## config.mk

```make
export PLATFORM = sky130hd
export DESIGN_NAME = rr_arbiter_burst
export DESIGN_NICKNAME = d
export VERILOG_FILES = /design/src/rtl/arb_pkg.sv /design/src/rtl/arb_rr_pick.sv /design/src/rtl/rr_arbiter_burst.sv
export SDC_FILE = /design/constraint.sdc
export NUM_CORES = 1
export LEC_CHECK = 0
export CORE_MARGIN = 2
export CORE_UTILIZATION = 35
export DETAILED_ROUTE_END_ITERATION = 10
export SYNTH_ARGS = -nofsm -noshare
export SYNTH_HDL_FRONTEND = slang
export SYNTH_SLANG_ARGS = --single-unit
```

## constraint.sdc

```tcl
create_clock -name clk -period 2.49 [get_ports clk]
set_clock_uncertainty 0.1 [all_clocks]
set_input_delay 0.747 -clock clk [delete_from_list [all_inputs] [get_ports clk]]
set_output_delay 0.747 -clock clk [all_outputs]
set_load 0.05 [all_outputs]
```

## src/rtl/arb_pkg.sv

```systemverilog
// Shared definitions for the burst round-robin arbiter.
//   arb_state_e : controller state (IDLE, GRANT)
//   idx_width() : bits needed to index n items, never less than 1
//   mod_inc()   : (idx + 1) mod n, used to advance the rotating pointer
package arb_pkg;

  typedef enum logic [0:0] {
    IDLE  = 1'b0,
    GRANT = 1'b1
  } arb_state_e;

  function automatic int unsigned idx_width(input int unsigned n);
    if (n > 32'd2) begin
      idx_width = $clog2(n);
    end else begin
      idx_width = 32'd1;
    end
  endfunction

  function automatic int unsigned mod_inc(input int unsigned idx, input int unsigned n);
    if (idx + 32'd1 >= n) begin
      mod_inc = 32'd0;
    end else begin
      mod_inc = idx + 32'd1;
    end
  endfunction

endpackage

```

## src/rtl/arb_rr_pick.sv

```systemverilog
// Combinational rotate-priority picker.
// Finds the first set bit of (req & ~mask) searching upward from pointer and
// wrapping from N-1 to 0.
//   req       in  N    request vector
//   pointer   in  IDW  index with highest priority
//   mask      in  N    requesters excluded from this pick
//   winner    out N    one-hot winner (zero when nothing is eligible)
//   winner_id out IDW  index of winner (zero when nothing is eligible)
//   any       out 1    at least one eligible requester
module arb_rr_pick
  import arb_pkg::*;
#(
  parameter int N   = 4,
  parameter int IDW = idx_width(N)
) (
  input  logic [N-1:0]   req,
  input  logic [IDW-1:0] pointer,
  input  logic [N-1:0]   mask,
  output logic [N-1:0]   winner,
  output logic [IDW-1:0] winner_id,
  output logic           any
);

  logic [N-1:0]   elig_s;
  logic [2*N-1:0] base_s;
  logic [2*N-1:0] dbl_s;
  logic [2*N-1:0] below_s;
  logic [2*N-1:0] cand_s;
  logic [2*N-1:0] first_s;

  // Doubling the vector turns the wrap-around search into a plain lowest-bit
  // search: the upper copy holds every requester at an offset >= pointer.
  always_comb begin
    elig_s  = req & ~mask;
    base_s  = {{(2*N-1){1'b0}}, 1'b1};
    dbl_s   = {elig_s, elig_s};
    // Thermometer of positions below pointer, removed from the candidates.
    below_s = (base_s << pointer) - base_s;
    cand_s  = dbl_s & ~below_s;
    // x & -x isolates the lowest set bit.
    first_s = cand_s & (~cand_s + base_s);
    winner  = first_s[N-1:0] | first_s[2*N-1:N];
    any     = |elig_s;
  end

  // One-hot to index encoder; OR-reduction is safe because winner is one-hot.
  always_comb begin
    winner_id = {IDW{1'b0}};
    for (int i = 0; i < N; i++) begin
      winner_id = winner_id | (winner[i] ? IDW'(i) : {IDW{1'b0}});
    end
  end

endmodule

```

## src/rtl/rr_arbiter_burst.sv

```systemverilog
// Round-robin arbiter for N masters sharing one slave port. A grant is held
// for up to MAX_BURST acknowledged transfers, then rotates with a zero-bubble
// handover when another requester is waiting.
// Optional build macro ARB_LOCK_EN adds the 'lock' input, which suppresses
// the burst-length release while high.
//   clk         in  1    clock, rising edge
//   rst         in  1    synchronous active-high reset
//   req         in  N    request vector
//   ack         in  1    transfer completed by the granted requester
//   lock        in  1    (ARB_LOCK_EN only) hold grant past MAX_BURST
//   grant       out N    registered one-hot grant, zero when idle
//   grant_id    out IDW  index of granted requester, zero when idle
//   grant_valid out 1    any grant active
module rr_arbiter_burst
  import arb_pkg::*;
#(
  parameter int N         = 4,
  parameter int MAX_BURST = 4,
  parameter int IDW       = idx_width(N)
) (
  input  logic           clk,
  input  logic           rst,
  input  logic [N-1:0]   req,
  input  logic           ack,
`ifdef ARB_LOCK_EN
  input  logic           lock,
`endif
  output logic [N-1:0]   grant,
  output logic [IDW-1:0] grant_id,
  output logic           grant_valid
);

  localparam int CW = $clog2(MAX_BURST + 1);
  localparam logic [CW-1:0] CNT_LAST = CW'(MAX_BURST - 1);

  arb_state_e     state_r;
  arb_state_e     state_nxt_s;
  logic [IDW-1:0] pointer_r;
  logic [IDW-1:0] pointer_nxt_s;
  logic [CW-1:0]  burst_cnt_r;
  logic [CW-1:0]  cnt_nxt_s;
  logic [N-1:0]   grant_nxt_s;
  logic [IDW-1:0] id_nxt_s;

  logic [IDW-1:0] next_ptr_s;
  logic [IDW-1:0] pick_ptr_s;
  logic [N-1:0]   pick_mask_s;
  logic [N-1:0]   pick_win_s;
  logic [IDW-1:0] pick_id_s;
  logic           pick_any_s;
  logic           lock_hold_s;
  logic           held_req_s;
  logic           at_limit_s;
  logic           release_s;

`ifdef ARB_LOCK_EN
  assign lock_hold_s = lock;
`else
  assign lock_hold_s = 1'b0;
`endif

  assign next_ptr_s = IDW'(mod_inc(32'(grant_id), N));

  // Picker inputs: while granted, pick as if the pointer had already moved
  // past the holder, and exclude the holder for this one decision.
  always_comb begin
    pick_ptr_s  = pointer_r;
    pick_mask_s = {N{1'b0}};
    if (state_r == GRANT) begin
      pick_ptr_s  = next_ptr_s;
      pick_mask_s = grant;
    end else begin
      pick_ptr_s  = pointer_r;
      pick_mask_s = {N{1'b0}};
    end
  end

  arb_rr_pick #(
    .N   (N),
    .IDW (IDW)
  ) u_pick (
    .req       (req),
    .pointer   (pick_ptr_s),
    .mask      (pick_mask_s),
    .winner    (pick_win_s),
    .winner_id (pick_id_s),
    .any       (pick_any_s)
  );

  // Release: burst limit reached on this ack (unless locked), or the holder
  // dropped its request (with or without a final ack).
  always_comb begin
    held_req_s = req[grant_id];
    at_limit_s = ack && (burst_cnt_r == CNT_LAST) && !lock_hold_s;
    release_s  = (state_r == GRANT) && (!held_req_s || at_limit_s);
  end

  // Next-state and next-output logic.
  always_comb begin
    state_nxt_s   = state_r;
    pointer_nxt_s = pointer_r;
    cnt_nxt_s     = burst_cnt_r;
    grant_nxt_s   = grant;
    id_nxt_s      = grant_id;
    case (state_r)
      IDLE: begin
        if (pick_any_s) begin
          state_nxt_s = GRANT;
          grant_nxt_s = pick_win_s;
          id_nxt_s    = pick_id_s;
          cnt_nxt_s   = {CW{1'b0}};
        end else begin
          grant_nxt_s = {N{1'b0}};
          id_nxt_s    = {IDW{1'b0}};
        end
      end
      GRANT: begin
        if (release_s) begin
          pointer_nxt_s = next_ptr_s;
          cnt_nxt_s     = {CW{1'b0}};
          if (pick_any_s) begin
            state_nxt_s = GRANT;
            grant_nxt_s = pick_win_s;
            id_nxt_s    = pick_id_s;
          end else begin
            state_nxt_s = IDLE;
            grant_nxt_s = {N{1'b0}};
            id_nxt_s    = {IDW{1'b0}};
          end
        end else if (ack) begin
          // Only reachable past CNT_LAST-1 while locked; saturate there.
          if (burst_cnt_r != CNT_LAST) begin
            cnt_nxt_s = burst_cnt_r + {{(CW-1){1'b0}}, 1'b1};
          end else begin
            cnt_nxt_s = burst_cnt_r;
          end
        end else begin
          cnt_nxt_s = burst_cnt_r;
        end
      end
      default: begin
        state_nxt_s   = IDLE;
        pointer_nxt_s = {IDW{1'b0}};
        cnt_nxt_s     = {CW{1'b0}};
        grant_nxt_s   = {N{1'b0}};
        id_nxt_s      = {IDW{1'b0}};
      end
    endcase
  end

  // State and registered outputs.
  always_ff @(posedge clk) begin
    if (rst) begin
      state_r     <= IDLE;
      pointer_r   <= {IDW{1'b0}};
      burst_cnt_r <= {CW{1'b0}};
      grant       <= {N{1'b0}};
      grant_id    <= {IDW{1'b0}};
      grant_valid <= 1'b0;
    end else begin
      state_r     <= state_nxt_s;
      pointer_r   <= pointer_nxt_s;
      burst_cnt_r <= cnt_nxt_s;
      grant       <= grant_nxt_s;
      grant_id    <= id_nxt_s;
      grant_valid <= |grant_nxt_s;
    end
  end

endmodule

```

---- After elaboration in Yosys (flattened, before gate mapping) ----
Index checks and enable logic that the tools add are counted.
storage, ports and cells
  register bits ........................... 13
  bits of input ports ..................... 7
  output and inout bits ................... 7
  word-level logic and storage cells ...... 59
operators by class
  add/subtract/negate cells ............... 4
  order comparisons ....................... 2
  eq/ne operators ......................... 6
  shift-type cells ........................ 1
  mux-type cells .......................... 22
  bitwise logic cells ..................... 10
  reduce and logical (&&, ||, !) cells .... 8
operators with widths
  cell                                                                   number
  8-bit AND                                                              2
  8-bit NOT                                                              2
  2-bit 2-to-1 mux                                                       6
  3-bit 2-to-1 mux                                                       4
  4-bit 2-to-1 mux                                                       3
  8-bit by 1-bit adder with 8-bit output, second input constant          1
  4-bit case mux with 2 select lines                                     1
  4-bit OR reduction                                                     2
  1-bit by 2-bit << shifter with 8-bit output, first input constant      1
  8-bit by 1-bit subtractor with 8-bit output, second input constant     1
  3-bit by 2-bit != test with 1-bit output, second input constant        2
  3-bit case mux with 2 select lines                                     1
  4-bit AND                                                              1
  1-bit 2-to-1 mux                                                       4
  4-bit NOT                                                              1
  2-bit bitwise OR                                                       2
  4-bit bitwise OR                                                       1
  2-bit case mux with 2 select lines                                     1
  2-bit by 1-bit adder with 3-bit output, second input constant          1
  3-bit by 1-bit adder with 3-bit output, second input constant          1
  3-bit by 2-bit equality test with 1-bit output, second input constant  1
  3-bit >= comparator, second input constant                             1
  2-bit by 3-bit < comparator with 1-bit output, second input constant   1
  3-bit by 1-bit != test with 1-bit output, second input constant        1
  other kinds (10)                                                       11

---- Depth between registers and ports, before layout ----
Gate-level depths: netlist (run 1).
  word-level depth ........................ 18
  depth in mapped cells ................... 11
  gate-level depth less buffers ........... 10

---- Hierarchy ----
From an unflattened synthesis (run 1), not the netlist that was laid out.
second synthesis, totals
  cells, all modules ...................... 118
  area, all modules ....................... 943.4 µm²
by module, submodules not included
  module            instances  cells each  area an instance (µm²)  sequential area each (µm²)
  rr_arbiter_burst  1          83          724.4                   260.2
  arb_rr_pick       1          35          219.0                   0.0

---- Least setup slack after synthesis (run 1) ----
Ideal clock, no wire load.
  path kind ............................... reg2reg
  start point ............................. register grant_id[0]
  end point ............................... register grant_id[1]
  setup time .............................. 74 ps
  arrival time ............................ 2499 ps
  setup slack ............................. -184 ps
  stages on the path, launching flop included .. 11
  buffers on the path ..................... 0
  clock period less this slack ............ 2674 ps
  cell sequence ........................... dfxtp_1 > ha_1 > nand3b_1 > and2_1 > ha_1 > nor2b_1 > o21ai_0 > and3_1 > o41ai_1 > nand4_2 > a31oi_1
between the ends
  longest elaborated chain between the ends .. 18
  elaborated cells on any way between the ends .. 25
RTL lines
  item                                           RTL line                                          text
  start: declaration                             rr_arbiter_burst.sv:29                            output logic [IDW-1:0] grant_id,
  start signal: assignment                       rr_arbiter_burst.sv:158                           grant_id <= {IDW{1'b0}};
  start signal: assignment                       rr_arbiter_burst.sv:165                           grant_id <= id_nxt_s;
  2-bit by 1-bit adder with 3-bit output *       arb_pkg.sv:24                                     mod_inc = idx + 32'd1;
  3-bit >= comparator                            arb_pkg.sv:21                                     if (idx + 32'd1 >= n) begin
  2-bit 2-to-1 mux *                             arb_pkg.sv:21
  net next_ptr_s[1]                              rr_arbiter_burst.sv:45                            logic [IDW-1:0] next_ptr_s;
  2-bit 2-to-1 mux *                             rr_arbiter_burst.sv:69                            if (state_r == GRANT) begin
  1-bit by 2-bit << shifter with 8-bit output *  arb_rr_pick.sv:38                                 below_s = (base_s << pointer) - base_s;
  8-bit by 1-bit subtractor with 8-bit output *  arb_rr_pick.sv:38
  8-bit NOT *                                    arb_rr_pick.sv:39                                 cand_s = dbl_s & ~below_s;
  (+3 left out)                                  --
  8-bit AND *                                    arb_rr_pick.sv:41                                 first_s = cand_s & (~cand_s + base_s);
  4-bit bitwise OR *                             arb_rr_pick.sv:42                                 winner = first_s[N-1:0] | first_s[2*N-1:N];
  2-bit 2-to-1 mux                               arb_rr_pick.sv:50                                 winner_id = winner_id | (winner[i] ? IDW'(i) : {IDW{1'b0}});
  2-bit bitwise OR                               arb_rr_pick.sv:50
  2-bit bitwise OR *                             arb_rr_pick.sv:50
  2-bit 2-to-1 mux *                             rr_arbiter_burst.sv:107, rr_arbiter_burst.sv:121
  2-bit 2-to-1 mux                               rr_arbiter_burst.sv:118                           if (release_s) begin
  2-bit case mux with 2 select lines *           rr_arbiter_burst.sv:105                           case (state_r)
Mark *: on every way through the listed nets, which the timed path passes. The rest lies on a longest branch. The select of a mux whose other input is x is not followed.
A chain may end at the register's enable or synchronous reset.

---- Final worst setup path (run 1) ----
  start point ............................. input port req[2]
  end point ............................... register grant_valid
between the ends
  longest elaborated chain between the ends .. 10
  elaborated cells on any way between the ends .. 16
RTL lines
  item                                    RTL line                                          text
  start: declaration                      rr_arbiter_burst.sv:23                            input logic [N-1:0] req,
  4-bit AND                               arb_rr_pick.sv:34                                 elig_s = req & ~mask;
  8-bit AND                               arb_rr_pick.sv:39
  8-bit NOT                               arb_rr_pick.sv:41
  8-bit by 1-bit adder with 8-bit output  arb_rr_pick.sv:41
  8-bit AND                               arb_rr_pick.sv:41
  4-bit bitwise OR                        arb_rr_pick.sv:42
  4-bit 2-to-1 mux                        rr_arbiter_burst.sv:107, rr_arbiter_burst.sv:121
  4-bit 2-to-1 mux                        rr_arbiter_burst.sv:118
  4-bit case mux with 2 select lines *    rr_arbiter_burst.sv:105
  4-bit OR reduction *                    rr_arbiter_burst.sv:166                           grant_valid <= |grant_nxt_s;
  end signal: assignment                  rr_arbiter_burst.sv:166
  end: declaration                        rr_arbiter_burst.sv:30                            output logic grant_valid
Mark *: on every way between the ends. The rest lies on a longest branch, timed or not. The select of a mux whose other input is x is not followed.

==> reports/summary.txt, run 1 <==
fin nets: 151
post-route design area: 1240 um^2
WS Path Type: input pin to flop
detailed placement HPWL: 1750 um
Worst EP required: 2530 ps
Syn Nets: 121
# H-tree levels: 1
RSZ-0062 raised after global routing: true
All-Layer GR Usage: 0.172
Final Hold Fails: 0
VDD IR-drop max: 0.439 mV
Slew HR: 0.654
Setup WS post-layout: 70.7 ps
yosys warns: 0
Multi-input gate area: 632 um^2
die width: 54.3 um
CP cell instances: clkdlybuf4s50_1, mux4_2, nand3_1, o211ai_1, a21oi_1, a41oi_2
hold_buf cts: 0
final WL: 2310 um
Residual DRC: 0
FF-to-FF setup slack: 120 ps
pin count of the biggest net entering global routing: 20
initial antenna violation count: 0
GRT overflow: 0
Ant. Diodes: 0
Worst-path clk slew: 80 ps
worst hold-check path type: flop to flop
Initial Util: 0.365
Tcrit/Tclk final: 0.972
Tmin final: 2420 ps
status: finished, final reports clean
worst skew pair latency: 290 ps
Critical Path Sink Type: flop
Detailed Route Iter0 Violations: 23
DP Worst Slack: -215 ps
commonest cells after routing, fill and taps aside: 17 x buf_4, 12 x nor2_1, 12 x clkdlybuf4s50_1
Synth Register Bits: 13
endpoints failing setup: 0
commonest non-fill, non-tap cell in the layout: buf_4
Fill cells: 231
Synth async-reset ratio: 0
Final Util: 0.510
routed length on met2: 1130 um
Vias: 897
io pins: 14
Port Buf Inserts: 13
startpoint types: input pin
drt wl/cell: 13.8 um
core footprint: 2430 um^2
Total Neg Setup Slack: 0 ps
Max Used Layer: met4
CTS root buf: clkbuf_4
storage element area: 263 um^2
number of global-route vias before repair: 809
placer congestion estimate: 0.891
M1 WL: 1060 um
first-pass GRT wire length: 3590 um
Worst path slowest cell: mux4_2
Hold WS: 395 ps
synth unique cells: 36
share of layout cells above drive strength 1: 0.261
Leak: 0.505 nW
Area growth syn-to-layout: 39.9%
total of max-cap violations: 0
Syn Area/Cell: 8.14 um^2
TritonCTS clock tree: done
critical path fanouts, max: 5
via/cell ratio: 5.34
met3 wire len: 106 um
Area after DPL: 1150 um^2
Worst Path Arrival: 2460 ps
Cells after Synth: 109
PwrDens: 936 nW/um^2
Peak Freq: 413 MHz
Slew @ Worst Pin: 519 ps
clk sink count: 13
register area share after synthesis: 0.293
ys flop type: dfxtp_1
max incr delay on CP: 520 ps
Die H: 54.3 um
Max Slew Vio Count: 0
site row count: 18
CTS max path bufs: 2
Die ar.: 2950 um^2
TritonRoute pass-1 iters: 4
antenna viol nets, final: 0
number of flops mapped to enable cells by yosys: 0
post-synthesis cell area: 887 um^2
number of buffers created by CTS: 3
[layer usage]
metal / vias to the layer above / track usage
met3: 3 / 0.0519
met2: 21 / 0.279
met4: 0 / 0.0667
met5: - / 0
met1: 411 / 0.213
li1: 462 / -
[through the flow]
step | cells | power, mW
2_1_floorplan | 109 | 0.727
3_3_place_gp | 163 | 0.943
3_5_place_dp | 163 | 0.939
4_1_cts | 167 | 1.08
5_1_grt | 168 | 1.25
6_report | 168 | 1.16
[logic make-up after synthesis]
| family | count (synthesis) | synth area share |
|---|---|---|
| DFF | 13 | 0.293 |
| adders and majority gates | 5 | 0.0705 |
| and+or+nand+nor | 45 | 0.272 |
| muxes | 5 | 0.0719 |
| buffers and inverters | 11 | 0.0649 |
| AOI/OAI and AO/OA | 30 | 0.227 |
[power breakdown]
group | internal, mW | total, mW | switching (mW)
logic | 0.330 | 0.733 | 0.403
clock network | 0.0623 | 0.133 | 0.0710
registers | 0.251 | 0.295 | 0.0444
[flip-flops by register name (all words and copies together) (netlist names)]
name         flops
grant            4
burst_cnt_r      3
grant_id         2
state_r          1
pointer_r        2
grant_valid      1
[critical path: cells and delay by family]
family / cells / cell delay, ps
AO/OA/AOI/OAI: 3 / 500
buffers and inverters: 1 / 490
multiplexers: 1 / 520
AND/OR/NAND/NOR: 1 / 200
[final timing paths]
check,from,endpoint,cells after the start
max,req[2],grant_valid,6
min,burst_cnt_r[2],burst_cnt_r[2],2
max reg2reg,grant_id[0],grant_valid,11
min reg2reg,burst_cnt_r[2],burst_cnt_r[2],2
[Yosys cell counts, types with 3 or more instances]
cell,n,area share
a21boi_0,4,0.034
a21oi_1,7,0.039
a22oi_1,3,0.025
and3_1,3,0.021
dfxtp_1,13,0.29
ha_1,5,0.071
inv_1,6,0.025
mux2i_1,3,0.034
nand2_1,9,0.038
nand2b_1,3,0.021
nand3_1,3,0.017
nand3b_1,3,0.025
nor2_1,12,0.051
o21ai_0,6,0.034
[timing repair]
| item | 4_1_cts | 5_1_grt |
|---|---|---|
| resized for setup | 0 | 15 |
| endpoints found under the setup margin | 0 | 6 |
| setup buffers | 0 | 1 |
[area by class of cell]
type                            count  area share
Clock buffer                        4      0.0212
Inverter                            6      0.0181
Multi-Input combinational cell     85       0.509
Sequential cell                    13       0.212
Tap cell                           30      0.0302
Timing Repair Buffer               30       0.210
(Power assumes the default switching activity.)
==> run 2: changes to the inputs <==
--- a/config.mk
+++ b/config.mk
@@ -5,6 +5,7 @@
 export SDC_FILE = /design/constraint.sdc
 export NUM_CORES = 1
 export LEC_CHECK = 0
+export CAP_MARGIN = 30
 export CORE_MARGIN = 2
 export CORE_UTILIZATION = 35
 export DETAILED_ROUTE_END_ITERATION = 10
==> results of run 2 <==
No change in the layout: final DEF, timing and power equal those of run 1.
